$ cat src/rtl/dbi_pxl_dma_writer.sv
// dbi_pxl_dma_writer: packs a grayscale pixel stream into DMA_DATA_W beats,
// buffers up to BURST_LEN beats and writes them as AXI4 bursts (AW/W/B) to the
// DBI TX controller's FIFO-mapped data window.
// Ports:
//   clk, rst_n                 clock, asynchronous active-low reset
//   pxl_dat/vld/last_i, pxl_rdy_o  pixel stream in (last = end of frame)
//   m_aw*                      AW channel (id/addr constant, len = beats-1)
//   m_w*                       W channel
//   m_b*                       B channel
//   frm_done_o                 one-cycle pulse on B of a frame's final burst
//   err_o                      sticky write-response error (bad BRESP or BID)
// Build option: define DBI_PXL_DMA_MSB_FIRST_EN to pack pixel 0 into the top
// lane (padding then occupies the low lanes); default is LSB-first packing.
module dbi_pxl_dma_writer #(
  parameter int unsigned          DMA_DATA_W       = 256,
  parameter int unsigned          PXL_W            = 8,
  parameter int unsigned          ADDR_W           = 32,
  parameter int unsigned          MST_ID_W         = 5,
  parameter int unsigned          TRANS_DATA_LEN_W = 8,
  parameter int unsigned          TRANS_RESP_W     = 2,
  parameter logic [MST_ID_W-1:0]  MST_ID           = '0,
  parameter logic [ADDR_W-1:0]    DST_ADDR         = 32'h2000_0000,
  parameter int unsigned          BURST_LEN        = 16
) (
  input  logic                        clk,
  input  logic                        rst_n,
  input  logic [PXL_W-1:0]            pxl_dat_i,
  input  logic                        pxl_vld_i,
  input  logic                        pxl_last_i,
  output logic                        pxl_rdy_o,
  output logic [MST_ID_W-1:0]         m_awid_o,
  output logic [ADDR_W-1:0]           m_awaddr_o,
  output logic [TRANS_DATA_LEN_W-1:0] m_awlen_o,
  output logic                        m_awvalid_o,
  input  logic                        m_awready_i,
  output logic [DMA_DATA_W-1:0]       m_wdata_o,
  output logic                        m_wlast_o,
  output logic                        m_wvalid_o,
  input  logic                        m_wready_i,
  input  logic [MST_ID_W-1:0]         m_bid_i,
  input  logic [TRANS_RESP_W-1:0]     m_bresp_i,
  input  logic                        m_bvalid_i,
  output logic                        m_bready_o,
  output logic                        frm_done_o,
  output logic                        err_o
);

  localparam int unsigned NPX   = DMA_DATA_W / PXL_W;
  localparam int unsigned IDX_W = (NPX > 1) ? $clog2(NPX) : 1;
  localparam int unsigned PTR_W = (BURST_LEN > 1) ? $clog2(BURST_LEN) : 1;
  localparam int unsigned CNT_W = $clog2(BURST_LEN + 1);

  typedef enum logic [1:0] {ST_IDLE, ST_AW, ST_W, ST_B} state_t;

  state_t                  state;
  logic [IDX_W-1:0]        pk_idx;
  logic [DMA_DATA_W-1:0]   pk_acc;
  logic [DMA_DATA_W-1:0]   pk_beat_c;
  int unsigned             pk_lane_c;
  logic                    px_acc_c;
  logic                    push_c;
  logic                    pop_c;
  logic                    b_hs_c;
  logic [DMA_DATA_W-1:0]   fifo_mem [BURST_LEN];
  logic [PTR_W-1:0]        wr_ptr;
  logic [PTR_W-1:0]        rd_ptr;
  logic [CNT_W-1:0]        fifo_cnt;
  logic [CNT_W-1:0]        fifo_cnt_nxt_c;
  logic                    eof_pending;
  logic                    eof_nxt_c;
  logic [CNT_W-1:0]        beats_left;
  logic                    is_final;

  function automatic logic [PTR_W-1:0] ptr_inc(input logic [PTR_W-1:0] p);
    return (p == PTR_W'(BURST_LEN - 1)) ? '0 : p + 1'b1;
  endfunction

  assign m_awid_o   = MST_ID;
  assign m_awaddr_o = DST_ADDR;
  // Data is forced to zero outside W so nothing stale leaks during reset/idle.
  assign m_wdata_o  = m_wvalid_o ? fifo_mem[rd_ptr] : '0;

  assign px_acc_c = pxl_vld_i & pxl_rdy_o;
  assign push_c   = px_acc_c & ((pk_idx == IDX_W'(NPX - 1)) | pxl_last_i);
  assign pop_c    = m_wvalid_o & m_wready_i;
  assign b_hs_c   = m_bready_o & m_bvalid_i;

  // Current beat with the incoming pixel merged into its lane.
  always_comb begin
    pk_beat_c = pk_acc;
`ifdef DBI_PXL_DMA_MSB_FIRST_EN
    pk_lane_c = NPX - 1 - 32'(pk_idx);
`else
    pk_lane_c = 32'(pk_idx);
`endif
    pk_beat_c[pk_lane_c*PXL_W +: PXL_W] = pxl_dat_i;
  end

  // Next FIFO occupancy and end-of-frame state feed the registered ready.
  always_comb begin
    fifo_cnt_nxt_c = fifo_cnt + CNT_W'(push_c) - CNT_W'(pop_c);
    eof_nxt_c      = eof_pending;
    if (px_acc_c && pxl_last_i) eof_nxt_c = 1'b1;
    if (b_hs_c && is_final)     eof_nxt_c = 1'b0;
  end

  // Packer, FIFO pointers and ready.
  always_ff @(posedge clk or negedge rst_n) begin
    if (!rst_n) begin
      pk_idx      <= '0;
      pk_acc      <= '0;
      wr_ptr      <= '0;
      rd_ptr      <= '0;
      fifo_cnt    <= '0;
      eof_pending <= 1'b0;
      pxl_rdy_o   <= 1'b0;
    end else begin
      if (px_acc_c) begin
        if (push_c) begin
          pk_idx <= '0;
          pk_acc <= '0;
        end else begin
          pk_idx <= pk_idx + 1'b1;
          pk_acc <= pk_beat_c;
        end
      end
      if (push_c) wr_ptr <= ptr_inc(wr_ptr);
      if (pop_c)  rd_ptr <= ptr_inc(rd_ptr);
      fifo_cnt    <= fifo_cnt_nxt_c;
      eof_pending <= eof_nxt_c;
      pxl_rdy_o   <= (fifo_cnt_nxt_c != CNT_W'(BURST_LEN)) & ~eof_nxt_c;
    end
  end

  // Beat storage; contents need no reset since occupancy is tracked separately.
  always_ff @(posedge clk) begin
    if (push_c) fifo_mem[wr_ptr] <= pk_beat_c;
  end

  // Burst sequencer: one burst outstanding, AW then W then B.
  always_ff @(posedge clk or negedge rst_n) begin
    if (!rst_n) begin
      state       <= ST_IDLE;
      m_awlen_o   <= '0;
      m_awvalid_o <= 1'b0;
      m_wvalid_o  <= 1'b0;
      m_wlast_o   <= 1'b0;
      m_bready_o  <= 1'b0;
      frm_done_o  <= 1'b0;
      err_o       <= 1'b0;
      beats_left  <= '0;
      is_final    <= 1'b0;
    end else begin
      frm_done_o <= 1'b0;
      case (state)
        ST_IDLE: begin
          // Occupancy never exceeds BURST_LEN, so the latched length needs no
          // cap and any end-of-frame burst already holds all remaining beats.
          if ((fifo_cnt == CNT_W'(BURST_LEN)) || (eof_pending && (fifo_cnt != '0))) begin
            m_awlen_o   <= TRANS_DATA_LEN_W'(fifo_cnt - 1'b1);
            beats_left  <= fifo_cnt;
            is_final    <= eof_pending;
            m_awvalid_o <= 1'b1;
            state       <= ST_AW;
          end
        end
        ST_AW: begin
          if (m_awready_i) begin
            m_awvalid_o <= 1'b0;
            m_wvalid_o  <= 1'b1;
            m_wlast_o   <= (beats_left == CNT_W'(1));
            state       <= ST_W;
          end
        end
        ST_W: begin
          if (m_wready_i) begin
            if (beats_left == CNT_W'(1)) begin
              m_wvalid_o <= 1'b0;
              m_wlast_o  <= 1'b0;
              m_bready_o <= 1'b1;
              state      <= ST_B;
            end else begin
              beats_left <= beats_left - 1'b1;
              m_wlast_o  <= (beats_left == CNT_W'(2));
            end
          end
        end
        ST_B: begin
          if (m_bvalid_i) begin
            m_bready_o <= 1'b0;
            if ((m_bresp_i != '0) || (m_bid_i != MST_ID)) err_o <= 1'b1;
            frm_done_o <= is_final;
            state      <= ST_IDLE;
          end
        end
        default: state <= ST_IDLE;
      endcase
    end
  end

endmodule

$ cat config.mk
export PLATFORM = sky130hd
export DESIGN_NAME = dbi_pxl_dma_writer
export DESIGN_NICKNAME = d
export VERILOG_FILES = /design/src/rtl/dbi_pxl_dma_writer.sv
export SDC_FILE = /design/constraint.sdc
export NUM_CORES = 2
export LEC_CHECK = 0
export CORE_MARGIN = 5
export CORE_UTILIZATION = 25
export CTS_CLUSTER_DIAMETER = 30
export CTS_CLUSTER_SIZE = 30
export DETAILED_ROUTE_END_ITERATION = 12
export GPL_ROUTABILITY_DRIVEN = 0
export PLACE_DENSITY = 0.43
export SLEW_MARGIN = 15
export SYNTH_ARGS = -nofsm -noshare
export SYNTH_HDL_FRONTEND = slang
export SYNTH_SLANG_ARGS = --single-unit
$ cat constraint.sdc
create_clock -name clk -period 14 [get_ports clk]
set_input_delay 2.8 -clock clk [delete_from_list [all_inputs] [get_ports clk]]
set_output_delay 2.8 -clock clk [all_outputs]
set_load 0.02 [all_outputs]
Yosys cells after proc, flatten, opt, wreduce, memory -nomap -nowiden
Memories as Yosys holds them, arrays and structs flattened.
Index checks and enable logic that the tools add are counted.
{"block": "op_classes", "bitwise": 7, "mux": 37, "n_addsub": 8, "shift": 2, "eq_ne": 16, "reduce_logical": 21}
{"operator": "256-bit two-way mux", "n": 2}
{"operator": "256-bit bitwise mux", "n": 1}
{"operator": "8-bit by 34-bit variable shift with 256-bit output (first input constant)", "n": 1}
{"operator": "8-bit by 34-bit indexed part select with 256-bit output", "n": 1}
{"operator": "8-bit negator with 34-bit output", "n": 1}
{"operator": "5-bit two-way mux", "n": 4}
{"operator": "1-bit two-way mux", "n": 17}
{"operator": "2-bit != test (second input constant)", "n": 6}
{"operator": "4-bit AND reduction", "n": 3}
{"operator": "5-bit equality test (second input constant)", "n": 2}
{"operator": "2-bit two-way mux", "n": 5}
{"operator": "5-bit one-hot mux with 2 select lines", "n": 1}
{"operator": "2-bit nonzero test", "n": 5}
{"operator": "5-bit nonzero test", "n": 2}
{"operator": "3-bit AND reduction", "n": 3}
{"operator": "4-bit by 1-bit adder with 4-bit output (second input constant)", "n": 2}
{"operator": "4-bit equality test (second input constant)", "n": 2}
{"operator": "4-bit two-way mux", "n": 2}
{"operator": "1-bit one-hot mux with 2 select lines", "n": 4}
{"operator": "2-bit one-hot mux with 4 select lines", "n": 1}
{"operator": "5-bit by 1-bit subtractor with 6-bit output (second input constant)", "n": 1}
{"operator": "5-bit by 1-bit adder with 5-bit output", "n": 1}
{"operator": "5-bit by 1-bit adder with 5-bit output (second input constant)", "n": 1}
{"operator": "1-bit AND", "n": 5}
{"operator": "other kinds (14)", "n": 18}
{"block": "totals", "mem_count": 1, "output_inout_bits": 308, "ramBits": 4096, "ff_bits": 298}
{"name": "fifo_mem", "depth": 16, "word_bits": 256, "read_ports": 1, "rd_ports_with_merged_regs": 0, "wr": 1, "line_no": "64", "text": "logic [DMA_DATA_W-1:0] fifo_mem [BURST_LEN];"}

Logic depth before layout (Yosys ltp)
{"block": "logic_depth", "ltp_word": 7, "depth_mapped": 15, "ltp_nobuf": 15}

Least setup slack after synthesis
No wires, ideal clock.
{"block": "synth_path", "path_type": "input-to-reg", "start": "input port pxl_vld_i", "end": "memory fifo_mem[4][0] (enable)", "required_time_ns": 13.349, "slack_ns": 3.841, "path_stages": 8, "setup_time_ns": 0.651, "path_buffers": 1, "t_arrival_ns": 9.509, "cell_sequence": "and2_1 -> buf_2 -> nand2_1 -> nand2_1 -> clkinv_1 -> nand2_1 -> nor2_1 -> and2_1"}
{"block": "synth_via", "elab_chain_cells": 4}
{"item": "from (decl)", "line_no": "28", "text": "input logic pxl_vld_i,"}
{"item": "1-bit AND", "line_no": "83", "text": "assign px_acc_c = pxl_vld_i & pxl_rdy_o;"}
{"item": "1-bit AND", "line_no": "84", "text": "assign push_c = px_acc_c & ((pk_idx == IDX_W'(NPX - 1)) | pxl_last_i);"}
{"item": "named net push_c", "line_no": "61", "text": "logic push_c;"}
{"item": "1-bit two-way mux", "line_no": "137", "text": "if (push_c) fifo_mem[wr_ptr] <= pk_beat_c;"}
{"item": "1-bit two-way mux (implied by the code)", "line_no": "137"}
{"item": "to (decl)", "line_no": "64"}
The timed path passes the listed nets, and every way through them passes these cells.

Worst setup path after layout
{"block": "layout_path", "start": "register rd_ptr[1]", "end": "output port m_wdata_o[82]"}
{"block": "layout_via", "elab_chain_cells": 2}
{"item": "from (decl)", "line_no": "66", "text": "logic [PTR_W-1:0] rd_ptr;"}
{"item": "from (signal assigned)", "line_no": "128", "text": "if (pop_c) rd_ptr <= ptr_inc(rd_ptr);"}
{"item": "memory read 16 x 256 bit"}
{"item": "256-bit two-way mux", "line_no": "81", "text": "assign m_wdata_o = m_wvalid_o ? fifo_mem[rd_ptr] : '0;"}
{"item": "to (decl)", "line_no": "36", "text": "output logic [DMA_DATA_W-1:0] m_wdata_o,"}
No other way between the ends.

==> results.rst <==
.. list-table::
   :header-rows: 1

   * - Metric
     - Value
   * - Combinational share of power
     - between 20% and 30%
   * - Share of the core filled with cells in the final layout
     - approximately a third
   * - Cell chain of the critical path
     - buf_4 > buf_4 > buf_4 > mux4_2 > mux2i_1 > o22ai_1 > clkdlybuf4s50_1
   * - Worst r2r path cells
     - 13
   * - Internal power contribution
     - between 30000 and 40000 uW
   * - Critical Path Sink Type
     - output pin
   * - Number of enable flip-flop cells after synthesis
     - about 4100
   * - Slowest Stage Delay on Critical Path
     - about 0.94 ns
   * - First-pass GRT wire length
     - 720000 um
   * - First-iteration detailed-routing DRC count
     - 6615
   * - Clock latency reported for the late side of the worst-skew pair
     - around 1.2 ns
   * - Clock-pin slew reported for the worst setup and hold paths after clock tree synthesis
     - ~0.040 ns
   * - Part of the Yosys area used for sequential elements
     - about three quarters
   * - Flip-flop and latch count after synthesis
     - between 4000 and 5000
   * - Number of design rule violations left after detail routing
     - 0
   * - Total number of yosys warnings
     - 0
   * - Wirelength, routed
     - 513000 um
   * - Clock H-tree levels
     - 7
   * - Main area contributors after synthesis
     - sky130_fd_sc_hd__edfxtp_1 (72%), sky130_fd_sc_hd__mux4_2 (14%), sky130_fd_sc_hd__dfrtp_1 (4.4%), sky130_fd_sc_hd__mux2i_1 (3.1%), sky130_fd_sc_hd__mux2_2 (1.1%)
   * - Share of flip-flops with an asynchronous set or reset after synthesis
     - 6.74%
   * - Overflow after GRT
     - 0
   * - Post-CTS repair timing setup buffer count
     - 0
   * - Headroom to the max-slew limit
     - between 10% and 20%
   * - Flip-flop cell with the highest count after synthesis
     - sky130_fd_sc_hd__edfxtp_1
   * - Final setup violation count
     - 0
   * - Buffers on Ports
     - between 200 and 300
   * - Worst r2r src
     - pk_idx[1]
   * - Setup CP Type
     - flop to output pin
   * - Vias in the first global route
     - 93800
   * - Portion of total power attributed to the clock network
     - 48.2%
   * - Fill cell total of the finished layout
     - 64200
   * - Critical hold path startpoint
     - pk_acc[215]
   * - Kind of cell adding the most delay to the critical path
     - buffers and inverters
   * - Gr usage total
     - roughly 14%
   * - Total clock sinks
     - about 4400
   * - Cell variety after synth
     - approximately 70
   * - Initial antenna violation count
     - 31
   * - RSZ-0062 raised after global routing
     - false
   * - Achievable clock frequency
     - 113 MHz
   * - Final worst-path cycle share
     - around 63%
   * - Most frequently used cell type in the post-synthesis netlist
     - sky130_fd_sc_hd__edfxtp_1
   * - Fraction of final layout cells with drive strength greater than 1
     - ~33%
   * - Leakage dissipation
     - 0.0682 uW
   * - P per Cell Area
     - about 230 mW/mm^2
   * - Standard cell core area
     - approximately 0.68 mm^2
   * - Clock tree root driver cell
     - sky130_fd_sc_hd__clkbuf_16
   * - Class of the tightest hold or removal check
     - flop to flop
   * - Area delta synth->final
     - 29.8%
   * - Result of the run
     - completed
   * - Critical Path RT
     - between 10 and 15 ns
   * - VDD IR max
     - 0.000183 V
   * - Synthesized cell area
     - around 0.17 mm^2
   * - Avg Inst Size Synth
     - between 20 and 25 um^2
   * - Count of boundary I/O pins
     - 330
   * - Critical Path Start
     - rd_ptr[1]
   * - Fraction of power consumed by sequential logic
     - a little under a third
   * - CTS tree
     - built
   * - Post-detailed-placement half-perimeter wirelength
     - about 300000 um
   * - Tmin final
     - 8.89 ns
   * - Cell repeated most along the worst path
     - sky130_fd_sc_hd__buf_4
   * - Total area of multi-input combinational cells
     - between 0.03 and 0.04 mm^2
   * - Die Span Y
     - between 800 and 900 um
   * - Cell type with the highest aggregate area in the netlist
     - sky130_fd_sc_hd__edfxtp_1
   * - Routed Antenna Nets
     - 0
   * - Average routed wire per standard cell
     - ~27 um
   * - Fin. Hold Viols
     - 0
   * - Hold depth
     - 1
   * - Master of the slowest instance on the critical path
     - sky130_fd_sc_hd__dfrtp_4
   * - # Max-Cap Violations
     - 0
   * - Maximum count of clock buffers along a single path
     - 5
   * - Post-route setup TNS
     - 0 ns
   * - Top fanout value on the critical path
     - 50
   * - Critical Path AT
     - between 6 and 7 ns
   * - Critical Path Stages
     - 7
   * - Die area
     - 0.698 mm^2
   * - Sum of buffers and inverters on the critical path
     - 4
   * - Rows
     - 303
   * - Number of buffers inserted by hold repair at cts
     - 0
   * - Initial cell density of the core
     - between 20 and 30%
   * - Most numerous cell types in the synthesized netlist
     - sky130_fd_sc_hd__edfxtp_1 (4096), sky130_fd_sc_hd__mux4_2 (1024), sky130_fd_sc_hd__mux2i_1 (525), sky130_fd_sc_hd__dfrtp_1 (296), sky130_fd_sc_hd__o22ai_1 (257)
   * - Sw power
     - 14500 uW
   * - Crit path launch type
     - flop
   * - Switching share of total power
     - between 20% and 30%
   * - Total clock buffers created by CTS
     - around 1100
   * - Via Count
     - 86000
   * - Top cell type's share of synthesized area
     - between 70% and 80%
   * - Vias per Instance
     - between 4 and 5
   * - Die width
     - 835 um
   * - Sequential cell area
     - between 0.1 and 0.15 mm^2
   * - CTS resizes
     - 0
   * - Least-Margin Pin Slew
     - between 1 and 1.5 ns
   * - Clock Skew
     - around 0.12 ns
   * - Pin count of the biggest net entering global routing
     - ~140
   * - Max Slew Vio Count
     - 0
   * - Post-synthesis instance total
     - about 7700
   * - Total number of nets in the final design
     - 9014
   * - DRT Pass-1 Iters
     - 5
-- layer usage --
metal	GRT usage, %	routed length, um
met4	5.09	14200
met2	23.7	250000
met5	0	0
met1	19.1	225000
met3	2.87	23800
-- flip-flops by register name, summed over array words and instances, names as in the netlist --
register / count
fifo_mem: 4096
pk_acc: 256
m_awlen_o: 6
beats_left: 5
fifo_cnt: 5
pk_idx: 5
rd_ptr: 4
wr_ptr: 4
state: 2
eof_pending: 1
err_o: 1
frm_done_o: 1
is_final: 1
m_awvalid_o: 1
m_bready_o: 1
m_wlast_o: 1
m_wvalid_o: 1
pxl_rdy_o: 1
-- per-stage QoR --
step                std cells  setup WS, ns  area [um^2]  hold WS, ns  power, uW
CTS                     18700          4.92       221000        0.480      51600
finish                  18800          5.11       221000        0.482      50600
global route            18700          4.78       221000        0.490      52600
floorplan                7773          3.84       170000        0.451      21800
global placement        16900          5.11       185000        0.466      26800
detailed placement      16900          5.08       185000        0.468      26900
-- worst paths after layout --
path,end,slack (ns)
max in group asynchronous,pk_acc[56],10.21
worst max register to register,fifo_mem[7][163],7.87
worst min-delay path,pk_acc[215],0.48
min in group asynchronous,m_bready_o,1.65
worst min register to register,pk_acc[215],0.48
worst max-delay path,m_wdata_o[82],5.11
-- power groups by stage --
stage / Clock, uW / Combinational [uW] / Sequential (uW)
6_report: 24400 / 10700 / 15500
2_1_floorplan: 0 / 6090 / 15700
5_1_grt: 25600 / 11400 / 15600
4_1_cts: 24900 / 11200 / 15500
3_3_place_gp: 0 / 11100 / 15700
3_5_place_dp: 0 / 11100 / 15700
-- cell families (layout without fill, tap and decap cells) --
kind of cell             count (synthesis)  count (layout)  share of synthesized area, %
flip-flops                            4392            4392                          76.6
AO/OA/AOI/OAI                          689             689                          2.90
AND/OR/NAND/NOR                        410             410                          1.23
adder cells (fa/ha/maj)                 29              29                         0.218
XOR/XNOR                                11              11                        0.0676
other                                    2              50                       0.00441
buffers and inverters                  491            2465                          1.25
multiplexers                          1714            1714                          17.7
-- area by class of cell --
class                      instances  area share, %
multi-input combinational       2890           17.2
sequential                      4392           59.0
antenna                           13         0.0147
inverter                          34         0.0577
timing repair buffer             540           2.39
clock buffer                    1286           13.2
clock inverter                   605           3.04
tap                             8997           5.09
-- layout by cell type, fill, tap and decap left out, types with 36 or more instances in the layout --
cell type	instances
sky130_fd_sc_hd__clkinv_1	142
sky130_fd_sc_hd__clkinvlp_4	84
sky130_fd_sc_hd__mux2i_1	525
sky130_fd_sc_hd__buf_12	39
sky130_fd_sc_hd__mux4_2	1024
sky130_fd_sc_hd__conb_1	37
sky130_fd_sc_hd__mux2_2	163
sky130_fd_sc_hd__a22o_1	127
sky130_fd_sc_hd__nor2_1	56
sky130_fd_sc_hd__edfxtp_1	4096
sky130_fd_sc_hd__clkbuf_16	1134
sky130_fd_sc_hd__clkbuf_1	136
sky130_fd_sc_hd__bufinv_16	131
sky130_fd_sc_hd__inv_6	36
sky130_fd_sc_hd__o21ai_1	67
sky130_fd_sc_hd__clkinv_2	167
sky130_fd_sc_hd__dfrtp_1	293
sky130_fd_sc_hd__buf_4	209
sky130_fd_sc_hd__o2bb2ai_1	97
sky130_fd_sc_hd__o22ai_1	257
sky130_fd_sc_hd__nand2_1	184
sky130_fd_sc_hd__clkinv_4	37
sky130_fd_sc_hd__clkdlybuf4s50_1	291
Note: power is estimated with default switching activity, not from simulation.
